## config.mk

```make
export PLATFORM = sky130hd
export DESIGN_NAME = obi_burst_loader_flat
export DESIGN_NICKNAME = d
export VERILOG_FILES = /design/src/rtl/obi_burst_loader_if.sv /design/src/rtl/obi_burst_loader.sv /design/src/flat_wrapper.sv
export SDC_FILE = /design/constraint.sdc
export NUM_CORES = 1
export LEC_CHECK = 0
export ABC_AREA = 1
export CORE_MARGIN = 3
export CORE_UTILIZATION = 40
export DETAILED_ROUTE_END_ITERATION = 10
export HOLD_SLACK_MARGIN = 0.15
export PLACE_DENSITY = 0.75
export SLEW_MARGIN = 0
export SYNTH_ARGS = -nofsm -noshare
export SYNTH_HDL_FRONTEND = slang
export SYNTH_SLANG_ARGS = --single-unit
```

## constraint.sdc

```tcl
create_clock -name clk -period 2.96 [get_ports clk]
set_clock_uncertainty 0.2 [all_clocks]
set_input_delay 0.592 -clock clk [delete_from_list [all_inputs] [get_ports clk]]
set_output_delay 0.592 -clock clk [all_outputs]
set_load 0.01 [all_outputs]
```

## src/rtl/obi_burst_loader_if.sv

```systemverilog
// Bundle of host push, base-load, OBI request/response and status signals
// for obi_burst_loader. The master modport is the loader's view; the slave
// modport is the view of whatever drives the host side and answers the bus.
interface obi_burst_loader_if #(
    parameter int DEPTH = 8,
    parameter int CNT_W = 16
);
    // Host side
    logic                     base_addr_valid_i;
    logic [31:0]              base_addr_i;
    logic                     wr_valid_i;
    logic [31:0]              wr_data_i;
    logic                     wr_ready_o;
    // OBI request channel
    logic                     req_o;
    logic                     we_o;
    logic [3:0]               be_o;
    logic [31:0]              addr_o;
    logic [31:0]              wdata_o;
    // OBI grant / response
    logic                     gnt_i;
    logic                     rvalid_i;
    logic [31:0]              rdata_i;
    // Status
    logic                     busy_o;
    logic [$clog2(DEPTH):0]   level_o;
    logic [CNT_W-1:0]         count_o;
    logic                     addr_err_o;
    logic                     mismatch_o;

    modport master (
        input  base_addr_valid_i, base_addr_i, wr_valid_i, wr_data_i,
               gnt_i, rvalid_i, rdata_i,
        output wr_ready_o, req_o, we_o, be_o, addr_o, wdata_o,
               busy_o, level_o, count_o, addr_err_o, mismatch_o
    );

    modport slave (
        output base_addr_valid_i, base_addr_i, wr_valid_i, wr_data_i,
               gnt_i, rvalid_i, rdata_i,
        input  wr_ready_o, req_o, we_o, be_o, addr_o, wdata_o,
               busy_o, level_o, count_o, addr_err_o, mismatch_o
    );
endinterface

```

## src/rtl/obi_burst_loader.sv

```systemverilog
// obi_burst_loader: buffers host words in a small FIFO and writes them over
// OBI to consecutive word addresses starting at a loadable base pointer.
// Optional macro OBI_LOADER_READBACK_EN adds a read-back of every written word
// and a sticky mismatch flag; without it mismatch_o is tied low.
module obi_burst_loader #(
    parameter int DEPTH = 8,
    parameter int CNT_W = 16
) (
    input  logic               clk,
    input  logic               rst,
    obi_burst_loader_if.master bus
);
    localparam int AW = $clog2(DEPTH);
    localparam int LW = AW + 1;

`ifdef OBI_LOADER_READBACK_EN
    typedef enum logic [2:0] {S_IDLE, S_REQ_W, S_WAIT_W, S_REQ_R, S_WAIT_R} state_t;
`else
    typedef enum logic [1:0] {S_IDLE, S_REQ_W, S_WAIT_W} state_t;
`endif

    state_t            state_q, state_d;
    logic [31:0]       mem [DEPTH];
    logic [AW-1:0]     wr_ptr_q, wr_ptr_d, rd_ptr_q, rd_ptr_d;
    logic [LW-1:0]     level_q, level_d;
    logic [31:0]       ptr_q, ptr_d;
    logic [CNT_W-1:0]  count_q, count_d;
    logic              req_q, req_d, we_q, we_d;
    logic [3:0]        be_q, be_d;
    logic [31:0]       wdata_q, wdata_d;
    logic              addr_err_q, addr_err_d;
    logic              push, pop, done, busy;
`ifdef OBI_LOADER_READBACK_EN
    logic [31:0]       data_q, data_d;
    logic              mismatch_q, mismatch_d;
`endif

    assign push = bus.wr_valid_i && (level_q < LW'(DEPTH));
    assign busy = (state_q != S_IDLE) || (level_q != '0);

    // FIFO storage: written on an accepted push, never reset
    always_ff @(posedge clk) begin
        if (push) mem[wr_ptr_q] <= bus.wr_data_i;
    end

    // FIFO pointers and occupancy; a simultaneous push and pop cancel out
    always_comb begin
        wr_ptr_d = wr_ptr_q;
        rd_ptr_d = rd_ptr_q;
        level_d  = level_q;
        if (push) wr_ptr_d = wr_ptr_q + AW'(1);
        if (pop)  rd_ptr_d = rd_ptr_q + AW'(1);
        if (push && !pop)      level_d = level_q + LW'(1);
        else if (!push && pop) level_d = level_q - LW'(1);
    end

    // Sequencer: base loads, request generation and completion bookkeeping.
    // Entering REQ_W spends one cycle loading the request registers from the
    // FIFO head, so the request outputs are pure flops and hold until grant.
    always_comb begin
        state_d    = state_q;
        ptr_d      = ptr_q;
        count_d    = count_q;
        req_d      = req_q;
        we_d       = we_q;
        be_d       = be_q;
        wdata_d    = wdata_q;
        addr_err_d = 1'b0;
        pop        = 1'b0;
        done       = 1'b0;
`ifdef OBI_LOADER_READBACK_EN
        data_d     = data_q;
        mismatch_d = mismatch_q;
`endif
        if (bus.base_addr_valid_i) begin
            if (busy) begin
                addr_err_d = 1'b1;
            end else begin
                ptr_d   = {bus.base_addr_i[31:2], 2'b00};
                count_d = '0;
`ifdef OBI_LOADER_READBACK_EN
                mismatch_d = 1'b0;
`endif
            end
        end
        unique case (state_q)
            S_IDLE: begin
                if (level_q != '0) state_d = S_REQ_W;
            end
            S_REQ_W: begin
                if (!req_q) begin
                    req_d   = 1'b1;
                    we_d    = 1'b1;
                    be_d    = 4'hF;
                    wdata_d = mem[rd_ptr_q];
                end else if (bus.gnt_i) begin
                    pop     = 1'b1;
                    req_d   = 1'b0;
                    we_d    = 1'b0;
                    be_d    = 4'h0;
                    wdata_d = '0;
`ifdef OBI_LOADER_READBACK_EN
                    data_d  = wdata_q;
`endif
                    state_d = S_WAIT_W;
                end
            end
            S_WAIT_W: begin
                if (bus.rvalid_i) begin
`ifdef OBI_LOADER_READBACK_EN
                    state_d = S_REQ_R;
                    req_d   = 1'b1;
                    be_d    = 4'hF;
`else
                    done    = 1'b1;
`endif
                end
            end
`ifdef OBI_LOADER_READBACK_EN
            S_REQ_R: begin
                if (bus.gnt_i) begin
                    req_d   = 1'b0;
                    be_d    = 4'h0;
                    state_d = S_WAIT_R;
                end
            end
            S_WAIT_R: begin
                if (bus.rvalid_i) begin
                    if (bus.rdata_i != data_q) mismatch_d = 1'b1;
                    done = 1'b1;
                end
            end
`endif
            default: state_d = S_IDLE;
        endcase
        if (done) begin
            ptr_d   = ptr_q + 32'd4;
            state_d = S_IDLE;
            if (count_q != '1) count_d = count_q + CNT_W'(1);
        end
    end

    // State register; reset aborts any transaction in flight
    always_ff @(posedge clk or posedge rst) begin
        if (rst) begin
            state_q    <= S_IDLE;
            wr_ptr_q   <= '0;
            rd_ptr_q   <= '0;
            level_q    <= '0;
            ptr_q      <= '0;
            count_q    <= '0;
            req_q      <= 1'b0;
            we_q       <= 1'b0;
            be_q       <= 4'h0;
            wdata_q    <= '0;
            addr_err_q <= 1'b0;
`ifdef OBI_LOADER_READBACK_EN
            data_q     <= '0;
            mismatch_q <= 1'b0;
`endif
        end else begin
            state_q    <= state_d;
            wr_ptr_q   <= wr_ptr_d;
            rd_ptr_q   <= rd_ptr_d;
            level_q    <= level_d;
            ptr_q      <= ptr_d;
            count_q    <= count_d;
            req_q      <= req_d;
            we_q       <= we_d;
            be_q       <= be_d;
            wdata_q    <= wdata_d;
            addr_err_q <= addr_err_d;
`ifdef OBI_LOADER_READBACK_EN
            data_q     <= data_d;
            mismatch_q <= mismatch_d;
`endif
        end
    end

    assign bus.wr_ready_o = (level_q < LW'(DEPTH));
    assign bus.req_o      = req_q;
    assign bus.we_o       = we_q;
    assign bus.be_o       = be_q;
    assign bus.addr_o     = ptr_q;
    assign bus.wdata_o    = wdata_q;
    assign bus.busy_o     = busy;
    assign bus.level_o    = level_q;
    assign bus.count_o    = count_q;
    assign bus.addr_err_o = addr_err_q;
`ifdef OBI_LOADER_READBACK_EN
    assign bus.mismatch_o = mismatch_q;
`else
    assign bus.mismatch_o = 1'b0;
`endif
endmodule

```

## src/flat_wrapper.sv

```systemverilog
// flat-port wrapper written by rule: the top's interface ports become plain ports
module obi_burst_loader_flat 
#(
    parameter int DEPTH = 8,
    parameter int CNT_W = 16
)
  (clk, rst, bus_base_addr_valid_i, bus_base_addr_i, bus_wr_valid_i, bus_wr_data_i, bus_gnt_i, bus_rvalid_i, bus_rdata_i, bus_wr_ready_o, bus_req_o, bus_we_o, bus_be_o, bus_addr_o, bus_wdata_o, bus_busy_o, bus_level_o, bus_count_o, bus_addr_err_o, bus_mismatch_o);
  obi_burst_loader_if #(.DEPTH(DEPTH), .CNT_W(CNT_W)) bus_i ();
  input  logic clk;
  input  logic rst;
  input wire logic [$bits(bus_i.base_addr_valid_i)-1:0] bus_base_addr_valid_i;
  input wire logic [$bits(bus_i.base_addr_i)-1:0] bus_base_addr_i;
  input wire logic [$bits(bus_i.wr_valid_i)-1:0] bus_wr_valid_i;
  input wire logic [$bits(bus_i.wr_data_i)-1:0] bus_wr_data_i;
  input wire logic [$bits(bus_i.gnt_i)-1:0] bus_gnt_i;
  input wire logic [$bits(bus_i.rvalid_i)-1:0] bus_rvalid_i;
  input wire logic [$bits(bus_i.rdata_i)-1:0] bus_rdata_i;
  output wire logic [$bits(bus_i.wr_ready_o)-1:0] bus_wr_ready_o;
  output wire logic [$bits(bus_i.req_o)-1:0] bus_req_o;
  output wire logic [$bits(bus_i.we_o)-1:0] bus_we_o;
  output wire logic [$bits(bus_i.be_o)-1:0] bus_be_o;
  output wire logic [$bits(bus_i.addr_o)-1:0] bus_addr_o;
  output wire logic [$bits(bus_i.wdata_o)-1:0] bus_wdata_o;
  output wire logic [$bits(bus_i.busy_o)-1:0] bus_busy_o;
  output wire logic [$bits(bus_i.level_o)-1:0] bus_level_o;
  output wire logic [$bits(bus_i.count_o)-1:0] bus_count_o;
  output wire logic [$bits(bus_i.addr_err_o)-1:0] bus_addr_err_o;
  output wire logic [$bits(bus_i.mismatch_o)-1:0] bus_mismatch_o;
  assign bus_i.base_addr_valid_i = bus_base_addr_valid_i;
  assign bus_i.base_addr_i = bus_base_addr_i;
  assign bus_i.wr_valid_i = bus_wr_valid_i;
  assign bus_i.wr_data_i = bus_wr_data_i;
  assign bus_i.gnt_i = bus_gnt_i;
  assign bus_i.rvalid_i = bus_rvalid_i;
  assign bus_i.rdata_i = bus_rdata_i;
  assign bus_wr_ready_o = bus_i.wr_ready_o;
  assign bus_req_o = bus_i.req_o;
  assign bus_we_o = bus_i.we_o;
  assign bus_be_o = bus_i.be_o;
  assign bus_addr_o = bus_i.addr_o;
  assign bus_wdata_o = bus_i.wdata_o;
  assign bus_busy_o = bus_i.busy_o;
  assign bus_level_o = bus_i.level_o;
  assign bus_count_o = bus_i.count_o;
  assign bus_addr_err_o = bus_i.addr_err_o;
  assign bus_mismatch_o = bus_i.mismatch_o;
  obi_burst_loader #(.DEPTH(DEPTH), .CNT_W(CNT_W)) u_core (.clk(clk), .rst(rst), .bus(bus_i));
endmodule
```

==> results of run 1 <==
[cell families after synthesis]
kind of cell    after synthesis
flops                       349
compound gates              258
simple gates                644
other cells                   1
fa+ha+maj                     8
xor+xnor                     12
mux                           1
buf+inv                     136
[power breakdown]
group / internal (mW) / switching, mW / total [mW] / leakage [nW]
clock network: 2.78 / 1.92 / 4.70 / 0.601
registers: 6.14 / 0.647 / 6.79 / 3.49
logic: 2.30 / 3.58 / 5.88 / 2.67
[worst paths after layout]
check | from | endpoint | cells after the start
setup / recovery | u_core.bus.level_o[0] | bus_busy_o | 3
hold / removal | rst | u_core.bus.wdata_o[27] | 2
setup reg to reg | u_core.state_q[0] | u_core.bus.level_o[3] | 13
hold reg to reg | u_core.bus.wdata_o[0] | u_core.bus.wdata_o[0] | 2
max in group asynchronous | rst | u_core.bus.wdata_o[22] | 3
min in group clk | u_core.bus.wdata_o[0] | u_core.bus.wdata_o[0] | 2
[registers in the layout, summed over array words and instances (netlist names)]
name	flops
u_core.bus.addr_err_o	1
u_core.mem	256
u_core.state_q	2
u_core.bus.addr_o	30
u_core.bus.req_o	1
u_core.rd_ptr_q	3
u_core.bus.wdata_o	32
u_core.bus.level_o	4
u_core.bus.count_o	16
u_core.wr_ptr_q	3
u_core.bus.be_o	1
[area by class of cell]
type                    instances  area, um^2  share of cell area
clock buffers                  53        1056             0.05720
clock inverters                13       181.4            0.009827
inverters                      64       245.2             0.01328
multi-input cells             926        4409              0.2388
flip-flops and latches        349       10020              0.5427
well taps                     468       585.6             0.03172
repair buffers                189        1964              0.1064
[worst reg2reg max path: stages (launching register included)]
cell	delay, ns
dfrtp_1	0.39
inv_1	0.05
nor2_1	0.13
inv_1	0.08
nor2_1	0.13
nand2_1	0.09
ha_1	0.20
inv_1	0.11
ha_1	0.28
a21oi_1	0.16
nand2_1	0.09
a21oi_1	0.13
o21ai_0	0.13
xor2_1	0.16
[metal layers]
metal	vias to the layer above	track usage	wire, um
met4	4	0.05221	857
met1	5256	0.2434	15340
met5	-	0	20
li1	5184	-	-
met3	67	0.04384	3507
met2	474	0.3112	17730
[placed cells by master, fill, tap and decap left out, types with 15 or more instances in the layout]
cell / instances
clkbuf_16: 37
clkdlybuf4s50_1: 158
o221ai_1: 15
o211ai_1: 60
edfxtp_1: 256
buf_4: 19
dfrtp_1: 91
nand2_1: 288
o21ai_0: 155
nand3_1: 74
nor2_1: 250
inv_1: 59
==> flow_metrics.env, run 1 <==
export IMPL_dr_pass1_iters=5
export IMPL_yosysSeqAreaShare=0.6692
export IMPL_synth_area_top_cells="edfxtp_1, dfrtp_1, nand2_1"
export IMPL_drv_slew=0
export IMPL_coreArea_um2=36790
export IMPL_synth_compound_area_frac=0.1023
export IMPL_post_dp_cell_area_um2=17220
export IMPL_cp_cell_sequence="nor2_1 > nand3_2 > clkdlybuf4s50_1"
export IMPL_synth_top_area_share=0.5137
export IMPL_crit_path_start_kind="flip-flop"
export IMPL_num_fill_cells=3233
export IMPL_dieArea_um2=39770
export IMPL_cts_buffer_depth=3
export IMPL_async_flop_share=0.2665
export IMPL_synth_ff_type="edfxtp_1"
export IMPL_first_iter_violations=854
export IMPL_critPathTopFamily="buffers and inverters"
export IMPL_num_antenna_cells=0
export IMPL_cts_reportedPaths_clkPinSlew_ns=0.06
export IMPL_rsz0062_at_grt="no"
export IMPL_fp_dieW_um=199.4
export IMPL_postCtsSetupBuffers=0
export IMPL_regToRegSetupSlack_ns=0.48
export IMPL_ant_nets=0
export IMPL_synth_top_family_by_area="simple AND/OR/NAND/NOR gates"
export IMPL_synth_cell_types=38
export IMPL_grt_pass1_vias=10650
export IMPL_cp_slowest_cell="clkdlybuf4s50_1"
export IMPL_fin_ws_ns=0.2184
export IMPL_place_ws_ns=-0.06239
export IMPL_fin_crit_sh=0.9262
export IMPL_vdd_drop_max_mv=0.6315
export IMPL_cts_resized=0
export IMPL_crit_fanout=5
export IMPL_layout_nets=1676
export IMPL_synth_fa_ha_area_frac=0.007190
export IMPL_finalHoldViolCount=0
export IMPL_clockRootBuffer="clkbuf_16"
export IMPL_max_freq_ghz=0.3648
export IMPL_netlist_area_um2=14970
export IMPL_numCtsBuffers=36
export IMPL_status="completed"
export IMPL_fin_cells=2062
export IMPL_yosysWarnings=0
export IMPL_wirelength_mm=37.45
export IMPL_crit_required_ns=2.17
export IMPL_vias_per_cell=5.327
export IMPL_core_rowCount=70
export IMPL_relSlewSlack=0.4315
export IMPL_drive_gt1_frac=0.07152
export IMPL_finalInstanceArea_um2=18460
export IMPL_ys_ff_latch=349
export IMPL_holdBufCountCts=0
export IMPL_start_util=0.4068
export IMPL_fin_hold_ws_ns=0.2701
export IMPL_antenna_found_initial=2
export IMPL_io_pins=196
export IMPL_grt_pass1_wl_mm=58.04
export IMPL_min_path_type="input pin to async pin"
export IMPL_synth_edf_count=256
export IMPL_dp_hpwl_mm=22.65
export IMPL_drc=0
export IMPL_netlist_instances=1409
export IMPL_cellPowerDensity_nw_per_um2=940.5
export IMPL_cp_end_kind="output port"
export IMPL_ctsHtreeMaxLevel=2
export IMPL_area_growth_pct=23.36
export IMPL_finalCriticalPeriod_ns=2.742
export IMPL_cap_violations=0
export IMPL_yosys_area_share_xor_xnor=0.007023
export IMPL_io_buffers=158
export IMPL_synthTopCellsByCount="nand2_1, nor2_1, edfxtp_1"
export IMPL_grtUsageTotal=0.1855
export IMPL_grt_remaining_overflow=0
export IMPL_dieHeight_um=199.4
export IMPL_drt_wirelength_per_cell_um=18.16
export IMPL_synth_most_common_cell="nand2_1"
export IMPL_yosys_area_share_simple=0.1724
export IMPL_p_total_mw=17.36
export IMPL_worst_path_buf_inv=1
export IMPL_num_vias=10990
export IMPL_post_synth_mux_area_share=0.0007524
export IMPL_leakage_nw=6.765
export IMPL_yosys_area_top_type="edfxtp_1"
export IMPL_clk_latency_ns=0.53
export IMPL_cts_tree="built"
export IMPL_avgSynthCellArea_um2=10.62
export IMPL_fin_util=0.5019
export IMPL_clock_sinks=349
export IMPL_dp_cells=1996
export IMPL_path_class="flip-flop to output port"
export IMPL_grt_max_degree=130
export IMPL_setup_violations=0
export IMPL_worst_ep_arrival_time_ns=1.95
export IMPL_tns_ns=0
export IMPL_slowest_delay_ns=0.56
export IMPL_gp_congestion=0.8838
export IMPL_worst_pin_slew_ns=0.8518
No activity file was read; power rests on OpenSTA's default activity.
==> run 2, diff against run 1 <==
- SKIP_LAST_GASP: default -> 1
==> results of run 2 <==
The final DEF is identical to that of run 1; final timing and power are the same.
==> run 3, diff against run 2 <==
- clock period: 2.96 -> 2.5 ns (I/O delays scaled with it)
==> flow_metrics.env, run 3 (synthesis results as in run 1) <==
export IMPL_cap_violations=0
export IMPL_most_common_layout_cells="nand2_1, edfxtp_1, nor2_1"
export IMPL_largest_register_ff_count=256
export IMPL_antenna_found_initial=1
export IMPL_cts_buffer_depth=3
export IMPL_numCtsBuffers=39
export IMPL_dieHeight_um=199.4
export IMPL_top_register="u_core.mem"
export IMPL_setup_violations=0
export IMPL_area_growth_pct=25.23
export IMPL_cp_end_kind="output port"
export IMPL_place_ws_ns=-0.3632
export IMPL_clk_latency_ns=0.53
export IMPL_cp_cell_sequence="buf_4 > nor2_2 > nand3_4 > dlygate4sd2_1"
export IMPL_wirelength_mm=38.51
export IMPL_crit_fanout=3
export IMPL_holdBufCountCts=0
export IMPL_clock_sinks=349
export IMPL_grt_remaining_overflow=0
export IMPL_max_freq_ghz=0.4132
export IMPL_cellPowerDensity_nw_per_um2=1105
export IMPL_dr_pass1_iters=5
export IMPL_grt_pass1_wl_mm=59.71
export IMPL_grtUsageTotal=0.1907
export IMPL_crit_required_ns=1.80
export IMPL_layout_nets=1700
export IMPL_coreArea_um2=36790
export IMPL_ctsHtreeMaxLevel=2
export IMPL_num_antenna_cells=0
export IMPL_first_iter_violations=941
export IMPL_ant_nets=0
export IMPL_relSlewSlack=0.6157
export IMPL_dieArea_um2=39770
export IMPL_gp_congestion=0.9289
export IMPL_io_buffers=158
export IMPL_io_pins=196
export IMPL_drv_slew=0
export IMPL_worst_pin_slew_ns=0.5765
export IMPL_crit_path_start_kind="flip-flop"
export IMPL_drive_gt1_frac=0.08827
export IMPL_cts_tree="built"
export IMPL_vias_per_cell=5.383
export IMPL_num_vias=11240
export IMPL_post_dp_cell_area_um2=17510
export IMPL_final_common_cell="nand2_1"
export IMPL_grt_pass1_vias=11080
export IMPL_cp_slowest_cell="dfrtp_1"
export IMPL_finalInstanceArea_um2=18740
export IMPL_start_util=0.4068
export IMPL_clockRootBuffer="clkbuf_16"
export IMPL_fin_crit_sh=0.9681
export IMPL_grt_max_degree=130
export IMPL_tns_ns=0
export IMPL_path_class="flip-flop to output port"
export IMPL_fp_dieW_um=199.4
export IMPL_dp_hpwl_mm=24.59
export IMPL_finalHoldViolCount=0
export IMPL_slowest_delay_ns=0.39
export IMPL_min_path_type="input pin to async pin"
export IMPL_finalCriticalPeriod_ns=2.420
export IMPL_regToRegSetupSlack_ns=0.23
export IMPL_status="completed"
export IMPL_worst_ep_arrival_time_ns=1.72
export IMPL_drt_wirelength_per_cell_um=18.44
export IMPL_core_rowCount=70
export IMPL_cts_reportedPaths_clkPinSlew_ns=0.06
export IMPL_fin_ws_ns=0.07964
export IMPL_vdd_drop_max_mv=0.7310
export IMPL_rsz0062_at_grt="no"
export IMPL_leakage_nw=6.902
export IMPL_drc=0
run 3: cell count changes in the layout (fill, tap and decap cells not counted), sizes merged:
cell,before,now
clkdlybuf4s50,158,157
bufinv,3,1
inv,64,65
clkinv,7,18
clkinvlp,3,4
dlygate4sd2,0,1
clkbuf,53,47
buf,31,52
run 3: final cells by class:
cell class	instances	area (um^2)
Tap cell	468	585.6
Inverter	64	245.2
Sequential cell	349	10020
Clock buffer	47	1046
Timing Repair Buffer	210	2246
Fill cell	3221	18040
Clock inverter	24	177.7
Multi-Input combinational cell	926	4422
run 3: stage by stage:
stage / std cells / hold slack (ns) / utilization / total power, mW
final: 2088 / 0.2655 / 0.5095 / 20.72
after global routing: 2088 / 0.3096 / 0.5095 / 21.92
after CTS: 2088 / 0.2854 / 0.5094 / 20.85
after detailed placement: 2017 / 0.2651 / 0.4759 / 15.33
after global placement: 2017 / 0.2659 / 0.4759 / 15.05
after floorplan: 1411 / 0.2923 / - / 12.09
run 3: routing by layer:
metal,share of wire,up-vias,global-route usage
met4,0.026,2,0.06332
met5,0.00034,-,0
met3,0.082,76,0.03929
met1,0.41,5451,0.2458
met2,0.49,480,0.3242
li1,-,5231,-
run 3: what timing repair did:
item,4_1_cts,5_1_grt
endpoints found under the setup margin,1,1
cloned,0,0
buffers inserted,0,0
gates resized for setup,2,3
run 3: critical path, delay by kind of cell (launching register included):
family,cells,cell delay (ns)
buffers and inverters,2,0.47
AND/OR/NAND/NOR,2,0.33
flip-flops,1,0.39
run 3: power by group:
part	switching, mW	internal [mW]
combinational	4.28	2.88
clock	2.34	3.12
sequential	0.828	7.27
run 3: path summary, 6_finish.rpt:
kind                                     endpoint             startpoint  cells after the start
setup / recovery                       bus_busy_o      u_core.state_q[1]                      4
hold / removal             u_core.bus.wdata_o[20]                    rst                      3
setup reg to reg            u_core.bus.level_o[3]      u_core.state_q[1]                     12
hold reg to reg             u_core.bus.wdata_o[4]  u_core.bus.wdata_o[4]                      2
max in group asynchronous      u_core.rd_ptr_q[0]                    rst                      3
min in group clk            u_core.bus.wdata_o[4]  u_core.bus.wdata_o[4]                      2
